$ cat src/rtl/bus_sequencer_pkg.sv
// Bus frame timing constants and SPI slot state type shared by the
// bus sequencer, its phase counter and anything that needs to know where
// the strobes sit inside the 16-phase frame.
package bus_timing_pkg;

    // SPI slot strobe phases (inside the CPU-released part of the frame)
    localparam int SPI_EN_FIRST = 2;
    localparam int SPI_EN_LAST  = 4;
    localparam int SPI_CAP      = 4;
    localparam int SPI_RDY      = 5;

    // CPU RAM/IO strobe window, nested inside PHI2
    localparam int CPU_EN_FIRST = 12;
    localparam int CPU_EN_LAST  = 14;

    typedef enum logic [1:0] {
        IDLE  = 2'd0,
        GRANT = 2'd1,
        DONE  = 2'd2
    } spi_slot_state_t;

endpackage

$ cat src/rtl/bus_sequencer_if.sv
// Bundle of the SPI handshake and the CPU/RAM bus strobes produced by
// bus_sequencer. The master side is the sequencer; the slave side is the
// spi1 port plus the bus/RAM glue that consumes the strobes.
interface bus_sequencer_if #(
    parameter int PHASE_W = 4
);
    logic               spi_valid_i;
    logic               spi_ready_o;
    logic               spi_en_o;
    logic               spi_capture_o;
    logic               cpu_be_o;
    logic               cpu_clk_o;
    logic               cpu_en_o;
    logic [PHASE_W-1:0] phase_o;

    modport master (
        input  spi_valid_i,
        output spi_ready_o,
        output spi_en_o,
        output spi_capture_o,
        output cpu_be_o,
        output cpu_clk_o,
        output cpu_en_o,
        output phase_o
    );

    modport slave (
        output spi_valid_i,
        input  spi_ready_o,
        input  spi_en_o,
        input  spi_capture_o,
        input  cpu_be_o,
        input  cpu_clk_o,
        input  cpu_en_o,
        input  phase_o
    );
endinterface

$ cat src/rtl/bus_sequencer_phase_counter.sv
// Frame phase counter plus registered decode of the CPU-side strobes.
// Every output is registered from the *next* phase so that the value
// belonging to phase p is visible in the same cycle that phase reads p.
// CYCLE_LEN must be a power of two (the phase width is its log2).
module bus_phase_counter
    import bus_timing_pkg::*;
#(
    parameter int CYCLE_LEN  = 16,
    parameter int SPI_LEN    = 6,
    parameter int PHI2_START = 11,
    localparam int PHASE_W   = $clog2(CYCLE_LEN)
) (
    input  logic               clk,
    input  logic               srst,
    output logic [PHASE_W-1:0] phase,
    output logic [PHASE_W-1:0] phase_next,
    output logic               cpu_be,
    output logic               cpu_clk,
    output logic               cpu_en
);

    localparam logic [PHASE_W-1:0] PHASE_LAST = PHASE_W'(CYCLE_LEN - 1);

    logic [PHASE_W-1:0]   phase_reg;
    logic                 cpu_be_reg;
    logic                 cpu_clk_reg;
    logic                 cpu_en_reg;
    logic [CYCLE_LEN-1:0] be_map;
    logic [CYCLE_LEN-1:0] clk_map;
    logic [CYCLE_LEN-1:0] en_map;

    // Constant per-phase lookup tables for the CPU strobes
    genvar gi;
    generate
        for (gi = 0; gi < CYCLE_LEN; gi++) begin : g_decode
            assign be_map[gi]  = (gi >= SPI_LEN);
            assign clk_map[gi] = (gi >= PHI2_START);
            assign en_map[gi]  = (gi >= CPU_EN_FIRST) && (gi <= CPU_EN_LAST);
        end
    endgenerate

    // Modulo increment, wraps from the last phase straight to 0
    always_comb begin
        phase_next = (phase_reg == PHASE_LAST) ? '0 : phase_reg + 1'b1;
    end

    // Phase register and registered CPU strobe decode
    always_ff @(posedge clk) begin
        if (srst) begin
            phase_reg   <= '0;
            cpu_be_reg  <= 1'b0;
            cpu_clk_reg <= 1'b0;
            cpu_en_reg  <= 1'b0;
        end else begin
            phase_reg   <= phase_next;
            cpu_be_reg  <= be_map[phase_next];
            cpu_clk_reg <= clk_map[phase_next];
            cpu_en_reg  <= en_map[phase_next];
        end
    end

    assign phase   = phase_reg;
    assign cpu_be  = cpu_be_reg;
    assign cpu_clk = cpu_clk_reg;
    assign cpu_en  = cpu_en_reg;

endmodule

$ cat src/rtl/bus_sequencer.sv
// Bus sequencer: splits clk_sys_i into a fixed frame holding one 6502 bus
// cycle and one SPI bus slot, and hands the SPI slot to the spi1 command
// port at most once per pending transaction. The CPU timing never depends
// on SPI activity; the SPI slot lives entirely in the phases where the CPU
// bus is released.
module bus_sequencer
    import bus_timing_pkg::*;
#(
    parameter int CYCLE_LEN  = 16,
    parameter int SPI_LEN    = 6,
    parameter int PHI2_START = 11
) (
    input  logic             clk_sys_i,
    input  logic             reset_i,
    bus_sequencer_if.master  bus
);

    localparam int PHASE_W = $clog2(CYCLE_LEN);

    localparam logic [PHASE_W-1:0] PH_LAST     = PHASE_W'(CYCLE_LEN - 1);
    localparam logic [PHASE_W-1:0] PH_EN_FIRST = PHASE_W'(SPI_EN_FIRST);
    localparam logic [PHASE_W-1:0] PH_EN_LAST  = PHASE_W'(SPI_EN_LAST);
    localparam logic [PHASE_W-1:0] PH_CAP      = PHASE_W'(SPI_CAP);
    localparam logic [PHASE_W-1:0] PH_RDY      = PHASE_W'(SPI_RDY);

    logic [PHASE_W-1:0] phase;
    logic [PHASE_W-1:0] phase_next;
    logic               cpu_be;
    logic               cpu_clk;
    logic               cpu_en;

    spi_slot_state_t    state_reg;
    spi_slot_state_t    state_next;
    logic               rearm_reg;
    logic               rearm_next;
    logic               spi_en_reg;
    logic               spi_capture_reg;
    logic               spi_ready_reg;
    logic               in_slot;

    bus_phase_counter #(
        .CYCLE_LEN  (CYCLE_LEN),
        .SPI_LEN    (SPI_LEN),
        .PHI2_START (PHI2_START)
    ) u_phase (
        .clk        (clk_sys_i),
        .srst       (reset_i),
        .phase      (phase),
        .phase_next (phase_next),
        .cpu_be     (cpu_be),
        .cpu_clk    (cpu_clk),
        .cpu_en     (cpu_en)
    );

    assign in_slot = (state_reg == GRANT);

    // Slot handshake: grant only at a frame boundary; after the slot, wait
    // for valid to drop before another grant. rearm remembers a drop seen
    // while the slot was still running so the FSM skips DONE in that case.
    always_comb begin
        state_next = state_reg;
        rearm_next = 1'b0;
        case (state_reg)
            IDLE: begin
                if (bus.spi_valid_i && (phase == PH_LAST)) begin
                    state_next = GRANT;
                end
            end
            GRANT: begin
                rearm_next = rearm_reg || !bus.spi_valid_i;
                if (phase_next == PH_RDY) begin
                    rearm_next = 1'b0;
                    state_next = (rearm_reg || !bus.spi_valid_i) ? IDLE : DONE;
                end
            end
            DONE: begin
                if (!bus.spi_valid_i) begin
                    state_next = IDLE;
                end
            end
            default: begin
                state_next = IDLE;
            end
        endcase
    end

    // FSM state and registered SPI strobes, decoded from the upcoming phase
    always_ff @(posedge clk_sys_i) begin
        if (reset_i) begin
            state_reg       <= IDLE;
            rearm_reg       <= 1'b0;
            spi_en_reg      <= 1'b0;
            spi_capture_reg <= 1'b0;
            spi_ready_reg   <= 1'b0;
        end else begin
            state_reg       <= state_next;
            rearm_reg       <= rearm_next;
            spi_en_reg      <= in_slot && (phase_next >= PH_EN_FIRST) && (phase_next <= PH_EN_LAST);
            spi_capture_reg <= in_slot && (phase_next == PH_CAP);
            spi_ready_reg   <= in_slot && (phase_next == PH_RDY);
        end
    end

    assign bus.spi_ready_o   = spi_ready_reg;
    assign bus.spi_en_o      = spi_en_reg;
    assign bus.spi_capture_o = spi_capture_reg;
    assign bus.cpu_be_o      = cpu_be;
    assign bus.cpu_clk_o     = cpu_clk;
    assign bus.cpu_en_o      = cpu_en;
    assign bus.phase_o       = phase;

    // The SPI and CPU strobe windows must never overlap on the shared bus
    a_spi_cpu_excl: assert property (@(posedge clk_sys_i) disable iff (reset_i)
        !(spi_en_reg && cpu_en));

    // The FPGA only drives the bus while the CPU is tri-stated
    a_spi_be_excl: assert property (@(posedge clk_sys_i) disable iff (reset_i)
        !(spi_en_reg && cpu_be));

endmodule

$ cat src/flat_wrapper.sv
// flat-port wrapper written by rule: the top's interface ports become plain ports
module bus_sequencer_flat import bus_timing_pkg::*;
#(
    parameter int CYCLE_LEN  = 16,
    parameter int SPI_LEN    = 6,
    parameter int PHI2_START = 11
)
  (clk_sys_i, reset_i, bus_spi_valid_i, bus_spi_ready_o, bus_spi_en_o, bus_spi_capture_o, bus_cpu_be_o, bus_cpu_clk_o, bus_cpu_en_o, bus_phase_o);
  bus_sequencer_if bus_i ();
  input  logic clk_sys_i;
  input  logic reset_i;
  input wire logic [$bits(bus_i.spi_valid_i)-1:0] bus_spi_valid_i;
  output wire logic [$bits(bus_i.spi_ready_o)-1:0] bus_spi_ready_o;
  output wire logic [$bits(bus_i.spi_en_o)-1:0] bus_spi_en_o;
  output wire logic [$bits(bus_i.spi_capture_o)-1:0] bus_spi_capture_o;
  output wire logic [$bits(bus_i.cpu_be_o)-1:0] bus_cpu_be_o;
  output wire logic [$bits(bus_i.cpu_clk_o)-1:0] bus_cpu_clk_o;
  output wire logic [$bits(bus_i.cpu_en_o)-1:0] bus_cpu_en_o;
  output wire logic [$bits(bus_i.phase_o)-1:0] bus_phase_o;
  assign bus_i.spi_valid_i = bus_spi_valid_i;
  assign bus_spi_ready_o = bus_i.spi_ready_o;
  assign bus_spi_en_o = bus_i.spi_en_o;
  assign bus_spi_capture_o = bus_i.spi_capture_o;
  assign bus_cpu_be_o = bus_i.cpu_be_o;
  assign bus_cpu_clk_o = bus_i.cpu_clk_o;
  assign bus_cpu_en_o = bus_i.cpu_en_o;
  assign bus_phase_o = bus_i.phase_o;
  bus_sequencer #(.CYCLE_LEN(CYCLE_LEN), .SPI_LEN(SPI_LEN), .PHI2_START(PHI2_START)) u_core (.clk_sys_i(clk_sys_i), .reset_i(reset_i), .bus(bus_i));
endmodule
$ cat config.mk
export PLATFORM = sky130hd
export DESIGN_NAME = bus_sequencer_flat
export DESIGN_NICKNAME = d
export VERILOG_FILES = /design/src/rtl/bus_sequencer_pkg.sv /design/src/rtl/bus_sequencer_if.sv /design/src/rtl/bus_sequencer_phase_counter.sv /design/src/rtl/bus_sequencer.sv /design/src/flat_wrapper.sv
export SDC_FILE = /design/constraint.sdc
export NUM_CORES = 1
export LEC_CHECK = 0
export CELL_PAD_IN_SITES_DETAIL_PLACEMENT = 1
export CELL_PAD_IN_SITES_GLOBAL_PLACEMENT = 1
export CORE_MARGIN = 2
export CORE_UTILIZATION = 30
export CTS_CLUSTER_SIZE = 10
export DETAILED_ROUTE_END_ITERATION = 6
export DONT_BUFFER_PORTS = 1
export GPL_TIMING_DRIVEN = 0
export PLACE_DENSITY = 0.65
export SYNTH_ARGS = -nofsm -noshare
export SYNTH_HDL_FRONTEND = slang
export SYNTH_SLANG_ARGS = --single-unit
$ cat constraint.sdc
create_clock -name clk_sys_i -period 2.4 [get_ports clk_sys_i]
set_input_delay 0.48 -clock clk_sys_i [delete_from_list [all_inputs] [get_ports clk_sys_i]]
set_output_delay 0.48 -clock clk_sys_i [all_outputs]
set_load 0.1 [all_outputs]
Word-level counts from Yosys, hierarchy flattened. Memory sizes are Yosys's and may differ from the RTL's. A register that Yosys moved wholly into a read port is not among the register bits. Index checks and enable logic that the tools add are counted.

Reduce and logical (&&, ||, !) cells: 10. Eq/ne operators: 8. Order comparisons: 2. Muxes and demuxes: 6. Bitwise logic cells: 1. Add/sub/neg operators: 1.

Operators by type and width (count): 4-bit by 3-bit equality test with 1-bit output, second input constant (2); 2-bit 2-to-1 mux (4); 2-bit case mux with 3 select lines (1); 1-bit logical AND (5); 4-bit by 1-bit adder with 4-bit output, second input constant (1); 4-bit equality test, second input constant (1); 4-bit by 2-bit greater-or-equal comparator with 1-bit output, second input constant (1); 4-bit by 3-bit <= comparator with 1-bit output, second input constant (1); 4-bit 2-to-1 mux (1); 2-bit != test, second input constant (2); 3-bit AND reduction (1); 3-bit OR reduction (1); 2-bit by 1-bit equality test with 1-bit output, second input constant (1); 2-bit equality test, second input constant (1); 2-bit zero test (1); 2-bit by 1-bit != test with 1-bit output, second input constant (1); 1-bit zero test (1); 1-bit logical OR (1); 1-bit inverter (1).

Memory bits (read-only): 48. Register bits: 10. Output and inout bits: 10. Memories kept: 3.

Memory list: (name not given) (words 16, width 1, read ports 1, clocked after memory_dff 1, write ports 0, RTL line bus_sequencer_phase_counter.sv:58) `cpu_en_reg <= en_map[phase_next];`; (name not given) (words 16, width 1, read ports 1, clocked after memory_dff 1, write ports 0, RTL line bus_sequencer_phase_counter.sv:57) `cpu_clk_reg <= clk_map[phase_next];`; (name not given) (words 16, width 1, read ports 1, clocked after memory_dff 1, write ports 0, RTL line bus_sequencer_phase_counter.sv:56) `cpu_be_reg <= be_map[phase_next];`.

Depth between registers and ports, before layout. Gate-level depths: netlist of run 1.

Depth in word-level cells: 5. Mapped depth: 6. Mapped depth without buffers: 6.

Hierarchy. A second synthesis of run 1 with hierarchy kept.

Cell total of the unflattened synthesis: 56. Area total of the unflattened synthesis: 564.3 um2.

Modules (own cells, without submodules): bus_phase_counter (instances 1, area each 321.6 um2, seq. area each 140.1 um2, cells each 31); bus_sequencer (instances 1, area each 242.7 um2, seq. area each 120.1 um2, cells each 25).

Worst setup path after synthesis of run 1. Ideal clock, no wire load.

Path kind: reg2reg. From: register u_core.u_phase.phase_reg[0], in the netlist u_core.u_phase.phase[0]. To: register u_core.u_phase.cpu_be_reg, in the netlist u_core.u_phase.cpu_be. Data arrival time: 2.067 ns. Cell stages (with the launch flop): 6. Setup time: 0.109 ns. Data required time: 2.291 ns. Clock period less this slack: 2.176 ns. Slack: 0.224 ns. Buffers on the path: 0. Cell sequence: dfxtp_1 > inv_1 > ha_1 > a211oi_1 > o22a_1 > nor2_1.

Longest elaborated chain between the ends: 2. Elaborated cells on any way between the ends: 3.

Ends and longest elaborated chain: start: declaration (RTL line bus_sequencer_phase_counter.sv:24) `logic [PHASE_W-1:0] phase_reg;`; start signal: assignment (RTL line bus_sequencer_phase_counter.sv:55) `phase_reg <= phase_next;`; 4-bit by 1-bit adder with 4-bit output or 4-bit equality test (tied branches) (RTL line bus_sequencer_phase_counter.sv:44) `phase_next = (phase_reg == PHASE_LAST) ? '0 : phase_reg + 1'b1;`; 4-bit 2-to-1 mux (*) (RTL line bus_sequencer_phase_counter.sv:44); via u_core.phase_next[1] (RTL line bus_sequencer.sv:27) `logic [PHASE_W-1:0] phase_next;`; end: declaration (RTL line bus_sequencer_phase_counter.sv:25) `logic cpu_be_reg;`.

The timed path passes the listed nets; every way through them passes the cells marked *. A chain may end at the register's enable or synchronous reset.

Worst setup path in the final report of run 1.
From: register u_core.u_phase.phase_reg[2], in the netlist u_core.u_phase.phase[2]. To: register u_core.spi_en_reg, in the netlist u_core.bus.spi_en_o.

Longest elaborated chain between the ends: 5. Elaborated cells on any way between the ends: 7.

Ends and longest elaborated chain: 4-bit by 1-bit adder with 4-bit output or 4-bit equality test (tied branches) (RTL line bus_sequencer_phase_counter.sv:44); 4-bit 2-to-1 mux (*) (RTL line bus_sequencer_phase_counter.sv:44); 4-bit by 2-bit greater-or-equal comparator with 1-bit output (RTL line bus_sequencer.sv:98) `spi_en_reg <= in_slot && (phase_next >= PH_EN_FIRST) && (phase_next <= PH_EN_LAST);`; 1-bit logical AND (RTL line bus_sequencer.sv:98); 1-bit logical AND (*) (RTL line bus_sequencer.sv:98); end signal: assignment (RTL line bus_sequencer.sv:98); end: declaration (RTL line bus_sequencer.sv:36) `logic spi_en_reg;`.

Mark *: on every way between the ends. The rest lies on a longest branch, timed or not.

==> flow_metrics.env, run 1 <==
export IMPL_r2r_start="u_core.u_phase.phase[2]"
export IMPL_p_sw_mw=0.153
export IMPL_r2r_cells=5
export IMPL_grt_pass1_vias=483
export IMPL_total_power_mw=0.462
export IMPL_ctsHoldBuffers=0
export IMPL_clock_path_buffers=2
export IMPL_maxSlewViolCount=0
export IMPL_finalSetupViolCount=0
export IMPL_seq_area_frac_synth_pct=41.1
export IMPL_remaining_drc_errors=0
export IMPL_clkPwrFrac_pct=29.9
export IMPL_cts_root_buffer="clkbuf_4"
export IMPL_std_cell_rows=16
export IMPL_p_leak_nw=0.253
export IMPL_globalRoute_totalOverflow=0
export IMPL_ys_ff_latch=13
export IMPL_maxSlewHeadroom_pct=19.3
export IMPL_grt_pass1_wl_mm=2.33
export IMPL_grt_start_max_net_pins=11
export IMPL_portBuffers=0
export IMPL_die_area_um2=2490
export IMPL_multiInputGateArea_um2=345
export IMPL_cts_tree="yes"
export IMPL_cts_buffers=3
export IMPL_antenna_found_initial=0
export IMPL_largest_register_ff_count=4
export IMPL_outcome="finished clean"
export IMPL_routed_wirelength_mm=1.32
export IMPL_vias_per_cell=4.94
export IMPL_max_stage_delay_ps=960
export IMPL_path_max_fanout=9
export IMPL_sw_frac_of_total_pct=33.1
export IMPL_drtIter0Drc=1
export IMPL_p_per_area_nw_per_um2=664
export IMPL_setup_tns_final_ps=0
export IMPL_grt_setup_unrepaired="no"
export IMPL_clk_latency_ps=280
export IMPL_p_int_mw=0.309
export IMPL_synth_area_um2=633
export IMPL_critPathArrivalTime_ps=2390
export IMPL_rrSetupSlack_ps=230
export IMPL_place_ws_ps=14.0
export IMPL_dr_wl_met3_um=33
export IMPL_syn_area_per_cell_um2=9.74
export IMPL_crit_type="reg -> reg"
export IMPL_tightestPinTransition_ps=1210
export IMPL_start_util_pct=31.9
export IMPL_die_x_um=49.9
export IMPL_cts_htree_levels=1
export IMPL_core_um2=1980
export IMPL_dp_hpwl_um=985
export IMPL_end_kind="flip-flop"
export IMPL_startpoint="u_core.u_phase.phase[2]"
export IMPL_dpl_instance_area_um2=667
export IMPL_nFillCells=234
export IMPL_power_frac_seq_pct=58.8
export IMPL_fmaxAchievable_mhz=461
export IMPL_required_ps=2620
export IMPL_hp_class="in -> reg"
export IMPL_fin_util_pct=35.1
export IMPL_comb_power_share_pct=11.3
export IMPL_hold_violations=0
export IMPL_cts_sinks=13
export IMPL_syn_instance_count=65
export IMPL_grt_usage_pct=12.6
export IMPL_maxCapViolations=0
export IMPL_wl_met1_um=631
export IMPL_min_path_cells=1
export IMPL_period_share_pct=90.4
export IMPL_post_synth_num_cell_types=32
export IMPL_vias=474
export IMPL_final_area_um2=696
export IMPL_layout_min_cycle_time_ps=2170
export IMPL_routabilityCongestion=0.777
export IMPL_nNetsFinal=78
export IMPL_synthToLayoutAreaGrowth_pct=9.88
export IMPL_crit_chain="buf_4 -> inv_2 -> or3_1 -> a211o_1 -> a21oi_2"
export IMPL_clk_pin_slew_ps=80
export IMPL_seq_area_um2=263
export IMPL_finClkSkew_ps=4.88
export IMPL_diodes=0
export IMPL_fin_ws_ps=231
export IMPL_top_layer="met4"
export IMPL_io_pin_count=13
export IMPL_synth_nets=73
export IMPL_ir_drop_mv=0.171
export IMPL_yosys_warnings=0
export IMPL_wl_per_cell_um=13.7
export IMPL_ant_nets=0
export IMPL_firstDrtPassIters=3
export IMPL_crit_path_start_kind="flip-flop"
export IMPL_drive_gt1_share_pct=18.8
export IMPL_dr_wl_met2_um=628
export IMPL_dieHeight_um=49.9
export IMPL_hp_start="reset_i"
export IMPL_crit_slowest_cell="dfxtp_1"
[power by group through the flow]
stage / clock network (mW) / logic, mW / registers, mW
global route: 0.154 / 0.0594 / 0.273
finish: 0.138 / 0.0523 / 0.271
global placement: 0 / 0.0509 / 0.276
CTS: 0.142 / 0.0526 / 0.271
floorplan: 0 / 0.0428 / 0.273
detailed placement: 0 / 0.0526 / 0.276
[logic make-up (layout without fill, tap and decap cells)]
logic type               after synthesis  after routing  share of synthesized area [%]
flip-flops                            13             13                           41.1
adder cells (fa/ha/maj)                5              5                           9.88
XOR/XNOR                               2              2                           2.77
buffers and inverters                  6             10                           4.35
AND/OR/NAND/NOR                       24             24                           22.9
AO/OA/AOI/OAI                         15             15                           19.0
[what timing repair did]
item | 4_1_cts | 5_1_grt
gates resized for setup | 0 | 2
buffers inserted | 0 | 0
setup endpoints to repair | 0 | 5
[layout make-up]
cell class / instances / share of cell area (%)
clock buffer: 4 / 3.78
sequential: 13 / 37.8
inverter: 4 / 2.16
buffer: 2 / 1.80
multi-input combinational: 46 / 49.6
tap: 27 / 4.86
[final timing paths]
| path | end |
|---|---|
| hold / removal | u_core.state_reg[1] |
| setup reg to reg | u_core.bus.spi_en_o |
| setup / recovery | u_core.bus.spi_en_o |
| hold reg to reg | u_core.rearm_reg |
[stage by stage]
| step | hold WS, ps | cells |
|---|---|---|
| final | 256 | 96 |
| after global routing | 245 | 96 |
| after CTS | 254 | 96 |
| after detailed placement | 507 | 92 |
| after global placement | 498 | 92 |
| after floorplan | 476 | 65 |
[layout by cell type, fill, tap and decap left out, drive strengths merged, types with 2 or more instances in the layout]
master  netlist  final
dfxtp        13     13
nor2          7      7
ha            5      5
inv           4      4
clkbuf        0      4
a21oi         4      4
nor2b         3      3
nand2         3      3
nor3b         3      3
a21boi        2      2
nand3b        2      2
buf           2      2
o21ai         2      2
[Yosys cell counts]
cell type	number	share of area, %
a21oi_2	2	2.8
ha_1	5	9.9
o22a_1	1	1.4
nand3_1	1	0.79
o21ai_1	1	0.79
o221ai_1	1	1.4
a31oi_1	1	0.99
and3_1	1	0.99
a211o_1	1	1.4
buf_2	1	0.79
dfxtp_1	13	41
or3_1	1	0.99
a211oi_1	1	1.2
xnor2_1	1	1.4
xor2_1	1	1.4
nor2_1	7	4.2
and3b_4	1	2.0
buf_4	1	1.2
nor3b_1	2	2.4
inv_1	3	1.8
o31ai_4	1	3.4
nand2_1	3	1.8
nor3b_2	1	2.0
o22ai_1	1	0.99
nor3_1	1	0.79
nor2b_1	3	3.0
inv_2	1	0.59
nand3b_1	2	2.4
nand4bb_1	1	1.8
a21oi_1	2	1.6
o21ai_0	1	0.79
a21boi_1	2	2.4
[worst max-delay path: cells and delay by family (launching register included)]
family          cells  cell delay, ps
buf+inv             2             380
flops               1             960
simple gates        1             340
compound gates      2             440
[layer usage]
metal / track usage (%) / vias up
met4: 6.94 / 0
met3: 2.73 / 4
met5: 0 / -
li1: - / 237
met1: 16.3 / 225
met2: 19.1 / 8
(Power assumes the default switching activity.)
==> inputs of run 2 (changes only) <==
CORE_UTILIZATION = 47   (was 30)
PLACE_DENSITY = 0.89   (was 0.65)
==> run 2 against run 1 <==
  * Non-clock buffer count unchanged
  * Sequential power about the same
  * Global-route usage increased by 5.6 points
  * Worst setup slack got worse by 1.7 ps
  * Combinational power decreased by 3%
  * Critical path type unchanged
  * Core utilization increased by 18 points
  * Total power decreased by 2.2%
  * Sequential share of layout area increased by 0.83 points
  * Register-to-register slack about the same
  * Cell count decreased by 13%
  * Critical endpoint unchanged
  * First-iteration DRC count increased to 3.0 times the previous value
==> flow_metrics.env, run 2 (synthesized netlist as in run 1, its figures left out) <==
export IMPL_maxCapViolations=0
export IMPL_drtIter0Drc=3
export IMPL_core_um2=1280
export IMPL_layout_common_cells="dfxtp_1, nor2_1, ha_1"
export IMPL_critPathArrivalTime_ps=2380
export IMPL_finalSetupViolCount=0
export IMPL_max_stage_delay_ps=960
export IMPL_clk_latency_ps=270
export IMPL_crit_slowest_cell="dfxtp_1"
export IMPL_use_met1_pct=23.3
export IMPL_maxSlewViolCount=0
export IMPL_cts_sinks=13
export IMPL_remaining_drc_errors=0
export IMPL_busiest_layer="met2"
export IMPL_grt_pass1_vias=449
export IMPL_vias=465
export IMPL_start_util_pct=49.3
export IMPL_crit_path_start_kind="flip-flop"
export IMPL_cts_root_buffer="clkbuf_4"
export IMPL_required_ps=2610
export IMPL_cts_htree_levels=1
export IMPL_io_pin_count=13
export IMPL_outcome="finished clean"
export IMPL_hp_class="in -> reg"
export IMPL_drive_gt1_share_pct=18.8
export IMPL_hold_violations=0
export IMPL_wl_per_cell_um=13.9
export IMPL_end_kind="flip-flop"
export IMPL_crit_chain="buf_4 -> inv_2 -> or3_1 -> a211o_1 -> a21oi_2"
export IMPL_die_x_um=40.7
export IMPL_tightestPinTransition_ps=1190
export IMPL_final_common_cell="dfxtp_1"
export IMPL_firstDrtPassIters=2
export IMPL_setup_tns_final_ps=0
export IMPL_dp_hpwl_um=887
export IMPL_routabilityCongestion=0.812
export IMPL_dieHeight_um=40.7
export IMPL_p_per_area_nw_per_um2=663
export IMPL_grt_usage_pct=18.2
export IMPL_p_leak_nw=0.253
export IMPL_grt_start_max_net_pins=11
export IMPL_vias_per_cell=5.54
export IMPL_ant_nets=0
export IMPL_layout_min_cycle_time_ps=2170
export IMPL_cts_tree="yes"
export IMPL_maxSlewHeadroom_pct=20.5
export IMPL_clock_path_buffers=2
export IMPL_cts_buffers=3
export IMPL_largest_register_ff_count=4
export IMPL_period_share_pct=90.5
export IMPL_grt_setup_unrepaired="no"
export IMPL_clk_pin_slew_ps=70
export IMPL_nNetsFinal=78
export IMPL_fin_util_pct=53.0
export IMPL_diodes=0
export IMPL_final_area_um2=681
export IMPL_antenna_found_initial=0
export IMPL_std_cell_rows=13
export IMPL_fmaxAchievable_mhz=461
export IMPL_dpl_instance_area_um2=652
export IMPL_grt_use_met3_pct=1.63
export IMPL_portBuffers=0
export IMPL_globalRoute_totalOverflow=0
export IMPL_ctsHoldBuffers=0
export IMPL_grt_util_met2_pct=26.2
export IMPL_crit_type="reg -> reg"
export IMPL_synthToLayoutAreaGrowth_pct=7.51
export IMPL_path_max_fanout=9
export IMPL_finClkSkew_ps=2.32
export IMPL_grt_pass1_wl_mm=1.88
export IMPL_die_area_um2=1660
export IMPL_routed_wirelength_mm=1.17
export IMPL_ir_drop_mv=0.357
==> run 2: critical path: cells and delay by family, from the launching register on <==
family          cells  cell delay [ps]
compound gates      2              440
buf+inv             2              370
flops               1              960
simple gates        1              350
==> run 2: final timing paths <==
path	to	slack (ps)	startpoint	depth (start not counted)
max	u_core.bus.spi_en_o	230	u_core.u_phase.phase[2]	5
min	u_core.u_phase.phase[1]	260	reset_i	1
min reg2reg	u_core.rearm_reg	520	u_core.rearm_reg	2
max reg2reg	u_core.bus.spi_en_o	230	u_core.u_phase.phase[2]	5
==> run 2: area by class of cell <==
cell class / count / area [um^2]
plain buffers: 2 / 12.5
well taps: 15 / 18.8
fillers: 149 / 604
inverters: 4 / 15.0
flip-flops and latches: 13 / 263
multi-input cells: 46 / 345
clock buffers: 4 / 26.3
==> run 2: power breakdown <==
| part | leakage [nW] | switching, mW | total [mW] | internal, mW |
|---|---|---|---|---|
| Sequential | 0.106 | 0.0498 | 0.272 | 0.222 |
| Clock | 0.0150 | 0.0649 | 0.129 | 0.0644 |
| Combinational | 0.132 | 0.0279 | 0.0507 | 0.0227 |
| Total | 0.253 | 0.143 | 0.451 | 0.309 |
==> run 2: layer usage <==
metal / up-vias / wire length [um] / share of wire, %
li1: 237 / - / -
met1: 214 / 566 / 49
met2: 10 / 518 / 44
met3: 4 / 35 / 3.0
met4: 0 / 44 / 3.8
met5: - / 0 / 0
==> run 2: timing repair <==
| action | in CTS | in global routing |
|---|---|---|
| endpoints found under the setup margin | 1 | 4 |
| pin swaps | 0 | 0 |
| gates resized for setup | 1 | 1 |
| buffers inserted | 0 | 0 |
==> run 2: metrics by stage <==
step | hold slack, ps | total power, mW | std cells | setup WS, ps
floorplan | 476 | 0.316 | 65 | 224
global placement | 494 | 0.325 | 80 | 48.3
detailed placement | 500 | 0.327 | 80 | 23.8
CTS | 258 | 0.456 | 84 | 37.7
global route | 246 | 0.476 | 84 | 145
finish | 264 | 0.451 | 84 | 229
==> inputs of run 3 (changes only) <==
CAP_MARGIN = 20   (was default)
PLACE_DENSITY = default   (was 0.89)
PLACE_DENSITY_LB_ADDON = 0.1   (was default)
REMOVE_ABC_BUFFERS = 1   (was default)
==> run 3 against run 2 <==
  * Register-to-register slack better by 220 ps
  * Global-route usage up 0.30 points
  * First-iteration DRC count down 33%
  * Core utilization up 6.6 points
  * Non-clock buffer count up 3
  * Clock power up 3%
  * Combinational power up 90%
  * Worst hold slack better by 8.6 ps
  * Largest power group unchanged
==> flow_metrics.env, run 3 (synthesized netlist as in run 1, its figures left out) <==
export IMPL_fmaxAchievable_mhz=513
export IMPL_routed_wirelength_mm=1.27
export IMPL_ctsHoldBuffers=0
export IMPL_routabilityCongestion=0.760
export IMPL_hp_class="in -> reg"
export IMPL_dp_cells=83
export IMPL_hold_violations=0
export IMPL_max_stage_delay_ps=740
export IMPL_cts_tree="yes"
export IMPL_dieHeight_um=40.7
export IMPL_die_x_um=40.7
export IMPL_grt_setup_unrepaired="no"
export IMPL_start_util_pct=49.3
export IMPL_crit_type="reg -> reg"
export IMPL_hold_ws_ps=272
export IMPL_antenna_found_initial=0
export IMPL_final_common_cell="dfxtp_1"
export IMPL_finalSetupViolCount=0
export IMPL_cts_sinks=13
export IMPL_dpl_instance_area_um2=738
export IMPL_crit_chain="inv_1 -> ha_1 -> a211oi_1 -> o22a_1 -> nor2_1"
export IMPL_final_area_um2=766
export IMPL_setup_tns_final_ps=0
export IMPL_layout_min_cycle_time_ps=1950
export IMPL_place_ws_ps=-3.64
export IMPL_required_ps=2570
export IMPL_die_area_um2=1660
export IMPL_grt_start_max_net_pins=12
export IMPL_drive_gt1_share_pct=20.8
export IMPL_critPathArrivalTime_ps=2120
export IMPL_nNetsFinal=81
export IMPL_clock_path_buffers=2
export IMPL_remaining_drc_errors=0
export IMPL_finClkSkew_ps=4.74
export IMPL_io_pin_count=13
export IMPL_grt_usage_pct=18.5
export IMPL_p_per_area_nw_per_um2=625
export IMPL_outcome="finished clean"
export IMPL_firstDrtPassIters=2
export IMPL_p_leak_nw=0.288
export IMPL_portBuffers=0
export IMPL_maxCapViolations=0
export IMPL_period_share_pct=81.3
export IMPL_tightestPinTransition_ps=934
export IMPL_ant_nets=0
export IMPL_critPathBufInv=1
export IMPL_synthToLayoutAreaGrowth_pct=20.9
export IMPL_dp_hpwl_um=976
export IMPL_layout_common_cells="dfxtp_1, nor2_1, ha_1"
export IMPL_end_kind="flip-flop"
export IMPL_vias_per_cell=5.59
export IMPL_ir_drop_mv=0.313
export IMPL_cts_htree_levels=1
export IMPL_clk_pin_slew_ps=80
export IMPL_total_power_mw=0.478
export IMPL_maxSlewHeadroom_pct=37.7
export IMPL_fin_ws_ps=450
export IMPL_cts_buffers=3
export IMPL_grt_pass1_wl_mm=1.92
export IMPL_std_cell_rows=13
export IMPL_crit_family="flip-flops"
export IMPL_globalRoute_totalOverflow=0
export IMPL_rrSetupSlack_ps=450
export IMPL_core_um2=1280
export IMPL_wl_per_cell_um=14.6
export IMPL_drtIter0Drc=2
export IMPL_path_max_fanout=8
export IMPL_maxSlewViolCount=0
export IMPL_crit_slowest_cell="dfxtp_2"
export IMPL_diodes=0
export IMPL_fin_util_pct=59.6
export IMPL_final_cells=87
export IMPL_grt_pass1_vias=443
export IMPL_largest_register_ff_count=4
export IMPL_vias=486
export IMPL_crit_path_start_kind="flip-flop"
export IMPL_cts_root_buffer="clkbuf_4"
export IMPL_clk_latency_ps=270
-- run 3: cell count changes in the layout (fill, tap and decap cells not counted) --
cell / before / now
buf_16: 0 / 3
buf_6: 0 / 1
buf_4: 1 / 0
dfxtp_1: 11 / 12
dfxtp_2: 2 / 1
-- run 3: final timing paths --
| kind | from | end | cells after the start |
|---|---|---|---|
| worst max-delay path | u_core.u_phase.phase[0] | u_core.u_phase.cpu_be | 5 |
| worst min register to register | u_core.rearm_reg | u_core.rearm_reg | 2 |
| worst min-delay path | reset_i | u_core.u_phase.phase[0] | 1 |
| worst max register to register | u_core.u_phase.phase[0] | u_core.u_phase.cpu_be | 5 |
-- run 3: area by class of cell --
class                      instances  area, um^2
inverter                           4        15.0
clock buffer                       4        26.3
timing repair buffer               5        98.8
fill                             144         519
tap                               15        18.8
sequential                        13         262
multi-input combinational         46         345
-- run 3: where the power goes --
part	switching, mW	leakage (nW)	internal [mW]
registers	0.0277	0.106	0.221
logic	0.0552	0.167	0.0409
clock network	0.0690	0.0150	0.0642
-- run 3: metal layers --
metal / global-route usage [%] / part of all wire [%] / vias up / routed length [um]
li1: - / - / 240 / -
met1: 21.2 / 46 / 237 / 579
met2: 31.3 / 50 / 7 / 638
met3: 5.98 / 3.3 / 2 / 42
met4: 7.50 / 0.87 / 0 / 11
met5: 0 / 0 / - / 0
-- run 3: what timing repair did --
action / 4_1_cts / 5_1_grt
hold endpoints to repair: 0 / 0
setup buffers: 0 / 0
endpoints found under the setup margin: 1 / 0
resized for setup: 1 / 0
